--- src/rtl/imem_boot_loader.sv ---
// imem_boot_loader: receives a framed byte stream, writes big-endian words into imem,
// verifies the XOR checksum and then enables the core.
module imem_boot_loader #(
    parameter int          ADDR_WIDTH = 10,
    parameter logic [7:0]  SYNC_BYTE  = 8'hA5
) (
    input  logic                  clk,
    input  logic                  reset,
    input  logic [7:0]            rx_data,
    input  logic                  rx_valid,
    output logic                  rx_ready,
    output logic                  imem_we,
    output logic [ADDR_WIDTH-1:0] imem_addr,
    output logic [31:0]           imem_wdata,
    output logic                  system_ena,
    output logic                  load_error,
    output logic                  busy
);
    typedef enum logic [2:0] {S_SYNC, S_LEN_HI, S_LEN_LO, S_DATA, S_CHECK, S_RUN, S_ERROR} state_t;
    localparam logic [16:0] CAP = 17'd1 << ADDR_WIDTH;

    state_t                r_state, w_next;
    logic [7:0]            r_len_hi, r_xor;
    logic [15:0]           r_len, r_wcnt;
    logic [1:0]            r_bidx;
    logic [31:0]           r_asm, r_wdata;
    logic [ADDR_WIDTH-1:0] r_addr;
    logic                  r_ready, r_we, r_ena, r_err, r_busy;
    logic                  w_acc, w_last;
    logic [15:0]           w_len;

    assign w_acc  = rx_valid && r_ready;
    assign w_len  = {r_len_hi, rx_data};
    assign w_last = (r_bidx == 2'd3) && (r_wcnt == r_len - 16'd1);

    always_ff @(posedge clk) begin
        if (reset) r_state <= S_SYNC;
        else       r_state <= w_next;
    end

    always_comb begin
        w_next = r_state;
        if (w_acc) begin
            case (r_state)
                S_SYNC:   w_next = (rx_data == SYNC_BYTE) ? S_LEN_HI : S_SYNC;
                S_LEN_HI: w_next = S_LEN_LO;
                S_LEN_LO: w_next = ({1'b0, w_len} > CAP) ? S_ERROR : (w_len == 16'd0) ? S_CHECK : S_DATA;
                S_DATA:   w_next = w_last ? S_CHECK : S_DATA;
                S_CHECK:  w_next = (rx_data == r_xor) ? S_RUN : S_ERROR;
                default:  w_next = r_state;
            endcase
        end
    end

    always_ff @(posedge clk) begin
        if (reset) begin
            r_len_hi <= '0;
            r_len    <= '0;
            r_wcnt   <= '0;
            r_bidx   <= '0;
            r_xor    <= '0;
            r_asm    <= '0;
            r_wdata  <= '0;
            r_addr   <= '0;
            r_we     <= 1'b0;
            r_ready  <= 1'b0;
            r_ena    <= 1'b0;
            r_err    <= 1'b0;
            r_busy   <= 1'b0;
        end else begin
            r_we    <= 1'b0;
            r_ready <= !(w_next inside {S_RUN, S_ERROR});
            r_busy  <= w_next inside {S_LEN_HI, S_LEN_LO, S_DATA, S_CHECK};
            r_ena   <= w_next == S_RUN;
            r_err   <= w_next == S_ERROR;
            if (w_acc && r_state == S_LEN_HI) r_len_hi <= rx_data;
            if (w_acc && r_state == S_LEN_LO) begin
                r_len  <= w_len;
                r_wcnt <= '0;
                r_bidx <= '0;
            end
            if (w_acc && r_state == S_DATA) begin
                r_asm  <= {r_asm[23:0], rx_data};
                r_xor  <= r_xor ^ rx_data;
                r_bidx <= r_bidx + 2'd1;
                // fourth byte completes the word; the 2-bit index wraps to 0 by itself
                if (r_bidx == 2'd3) begin
                    r_we    <= 1'b1;
                    r_addr  <= r_wcnt[ADDR_WIDTH-1:0];
                    r_wdata <= {r_asm[23:0], rx_data};
                    r_wcnt  <= r_wcnt + 16'd1;
                end
            end
        end
    end

    assign rx_ready   = r_ready;
    assign imem_we    = r_we;
    assign imem_addr  = r_addr;
    assign imem_wdata = r_wdata;
    assign system_ena = r_ena;
    assign load_error = r_err;
    assign busy       = r_busy;
endmodule

--- config.mk ---
export PLATFORM = sky130hd
export DESIGN_NAME = imem_boot_loader
export DESIGN_NICKNAME = d
export VERILOG_FILES = /design/src/rtl/imem_boot_loader.sv
export SDC_FILE = /design/constraint.sdc
export NUM_CORES = 1
export LEC_CHECK = 0
export CAP_MARGIN = 20
export CELL_PAD_IN_SITES_DETAIL_PLACEMENT = 0
export CELL_PAD_IN_SITES_GLOBAL_PLACEMENT = 1
export CORE_ASPECT_RATIO = 1.1
export CORE_MARGIN = 3
export CORE_UTILIZATION = 36
export CTS_BUF_LIST = sky130_fd_sc_hd__clkbuf_2
export DETAILED_ROUTE_END_ITERATION = 8
export PLACE_DENSITY_LB_ADDON = 0.15
export SYNTH_ARGS = -nofsm -noshare
export SYNTH_HDL_FRONTEND = slang
export SYNTH_SLANG_ARGS = --single-unit
--- constraint.sdc ---
create_clock -name clk -period 4.9 [get_ports clk]
set_input_delay 0.49 -clock clk [delete_from_list [all_inputs] [get_ports clk]]
set_output_delay 0.49 -clock clk [all_outputs]
set_load 0.05 [all_outputs]
==> results.txt <==
Summed over all failing endpoints, the final setup total negative slack is 0 ns. The worst hold path belongs to the class primary input to flop. The fill cell instance count of the final layout came out at 1,532. The most used flip-flop cell after synthesis is dfxtp_1.

For the final database, setup skew stands at around 0.028 ns. The initial core utilization is 37.04%. The slew at the pin closest to its max-slew limit is 0.9810 ns.

The number of cells produced by synthesis came out at roughly 680. The slowest stage of the critical path is the dfxtp_1 cell. The signal on the critical path passes through inv_1, ha_1, o21ba_1, a221o_1, a2111oi_1, o31ai_1, nor4_4, o21ai_2, or3_1, a21oi_1. The number of buffers inserted to repair setup after CTS came out at 0. The number of slew-limit violations in the final report is 0. The final route contains 4,644 vias.

The largest voltage drop on the vdd net came out at 147.5 uV. The maximum number of buffers from clock root to sink came out at 2. The highest cell delay on the worst timing path is around 0.45 ns.

The die covers approximately 0.016 mm^2. The data arrival at the endpoint of the critical path came out at 3.66 ns. Once detail routing completed, the nets flagged for antenna violations numbered 0. Setup repair after global routing left no endpoint under its margin.

The pre-antenna-repair detailed-routing pass consisted of 4 iterations. The synthesis-to-finish area growth is 16.21%. The site row count is 46.

Counting distinct cell types in the post-synthesis netlist gives 57. The routed design has 13,780 um of wire. The top-level I/O count is between 50 and 60.

Detailed placement finished with a half-perimeter wire length of 9407 um. The kind of launch point of the worst setup path is a flop. The number of hold violations in the final report came out at 0. The tree built by TritonCTS fans out to 124 sinks. The worst-case headroom to the max-slew limit is around 34%.

The latest clock arrival within the worst-skew pair came out at approximately 0.67 ns. Grouping stages by cell kind, the critical path spends the most delay in compound AO/OA/AOI/OAI gates. The share of synthesized registers carrying an async set or reset came out at 0%.

The timing-limited maximum frequency is 326.8 MHz. The first global-routing pass estimated ~23,000 um of wire. The kind of critical path is flop to flop. The run finished with clean final reports. The average wire per cell in the routed design is 15.05 um.

The total power after layout is approximately 1.6 mW. The portion of the clock cycle consumed by the worst path in the final layout came out at 62.45%. Entering global routing, the biggest net connects 76 pins. During synthesis, Yosys emitted a total of 0 warnings. The number of antenna violations at the first check in global routing is 1. In this run, synthesis inferred 0 flip-flops with an integrated enable. Power spread over the standard cell area amounts to 259.5 mW/mm^2. The height of the chip is 134.4 um. The number of levels the H-tree was split into came out at 4.

The final setup violation count came out at 0. After synthesis, flip-flops and latches occupy 46.02% of the total area. Post-CTS repair changed the size of 0 cells. The leftover overflow at the end of global routing came out at 0.

The number of buffer and inverter stages on the critical path came out at 1. The global-route usage over all layers came out at 17.43%. The area of the core region is 0.01456 mm^2. The time the final worst path needs with I/O delays and setup is 3.060 ns.

The fraction of layout cells with a size suffix above 1 came out at 6.648%. Of all nets on the critical path, the largest fanout is 11. The total clock buffers created by CTS is 17. The hold buffer count at CTS came out at 0. The standby leakage power is 2.055 nW. The cell sitting at the root of the clock tree is a clkbuf_2.

The synthesized area per cell is 7.991 um^2. The worst setup path is captured at a flop. The post-synth net total is 689. The clock transition at the registers of the reported paths is 0.16 ns.

The total of buffers placed on input and output ports is 57. The flop and latch count out of synthesis came out at 124. The synthesized netlist occupies a cell area of between 0.005 and 0.006 mm^2. The data required time of the worst path is 5.50 ns. The number of global-route vias before repair was 4,515. From left edge to right edge, the die measures 122.7 um. After the first detailed-routing iteration, the DRC count stood at 274.

The weighted congestion reported at the end of routability-driven placement came out at about 0.84. Max-cap violations in this run came to 0. The via density per instance came out at 5.075.

The post-route DRC violation count came out at 0. TritonCTS built the clock tree. The layout net count came out at 726.
-- final cells by class --
cell class	instances	area, um^2	area share [%]
Clock buffer	18	90.09	1.437
Multi-Input combinational cell	497	2698	43.03
Tap cell	192	240.2	3.832
Inverter	8	30.03	0.4790
Antenna cell	1	2.502	0.03992
Sequential cell	124	2482	39.60
Timing Repair Buffer	64	620.6	9.900
Clock inverter	11	105.1	1.677
-- where the power goes --
| part | switching, mW | internal (mW) |
|---|---|---|
| Clock | 0.356 | 0.217 |
| Combinational | 0.0311 | 0.0124 |
| Sequential | 0.000421 | 1.01 |
| Total | 0.387 | 1.24 |
-- per-layer routing --
layer  global-route usage (%)  vias to the layer above  wire length [um]
li1                         -                     2364                 -
met1                    22.26                     2197              6351
met2                    28.71                       68              6843
met3                    3.965                       15               401
met4                    6.161                        0               179
met5                        0                        -                 0
-- metrics by stage --
step	setup WS (ns)	cell area, um^2	hold slack [ns]	util [%]	std cells
after floorplan	2.298	5394	0.4322	-	675
after global placement	1.737	6063	0.4437	41.64	884
final	1.840	6269	0.3596	43.05	915
after global routing	1.597	6269	0.3058	43.05	915
after CTS	1.807	6259	0.2747	42.98	913
after detailed placement	1.592	6063	0.4457	41.64	884
-- final timing paths --
kind         slack [ns]              to           start  cells after the start
max                1.84            busy        r_len[0]                     10
min                0.36        r_xor[3]           reset                      2
max reg2reg        1.84            busy        r_len[0]                     10
min reg2reg        0.46  imem_wdata[11]  imem_wdata[11]                      2
-- synthesized netlist by cell type, types with 10 or more instances --
| library cell | number | area [um^2] |
|---|---|---|
| mux2i_1 | 10 | 100.1 |
| clkbuf_1 | 37 | 138.9 |
| o21ai_0 | 10 | 50.05 |
| dfxtp_1 | 124 | 2482 |
| nand2_1 | 188 | 705.7 |
| xor2_1 | 15 | 131.4 |
| xnor2_1 | 23 | 201.4 |
| nor2_1 | 44 | 165.2 |
| a21oi_1 | 97 | 485.5 |
| nand4_1 | 10 | 62.56 |
| nand3_1 | 17 | 85.08 |
-- sequential cells by signal, indices dropped and copies added (netlist names) --
name	flops
busy	1
imem_addr	10
imem_wdata	32
imem_we	1
load_error	1
r_asm	24
r_bidx	2
r_len	16
r_len_hi	8
r_state	3
r_wcnt	16
r_xor	8
rx_ready	1
system_ena	1
-- cell usage in the layout (no fill, tap or decap), drive strengths merged, types with 4 or more instances in the layout --
| cell type | instances |
|---|---|
| mux2i | 10 |
| nor4 | 7 |
| buf | 8 |
| nor3 | 8 |
| clkdlybuf4s50 | 56 |
| nand4 | 10 |
| and3 | 4 |
| xor2 | 15 |
| nand2 | 188 |
| clkinv | 7 |
| a21oi | 97 |
| a31oi | 5 |
| xnor2 | 23 |
| nor2 | 45 |
| dfxtp | 124 |
| inv | 8 |
| clkbuf | 18 |
| nand3 | 18 |
| o21ai | 12 |
-- logic make-up after synthesis --
logic type	count (synthesis)	share of synthesized area, %
flip-flops	124	46.02
multiplexers	13	2.482
adder cells (fa/ha/maj)	3	0.6960
AO/OA/AOI/OAI	135	14.38
buffers and inverters	54	3.989
XOR/XNOR	38	6.170
AND/OR/NAND/NOR	308	26.26
No activity file was read; power rests on OpenSTA's default activity.
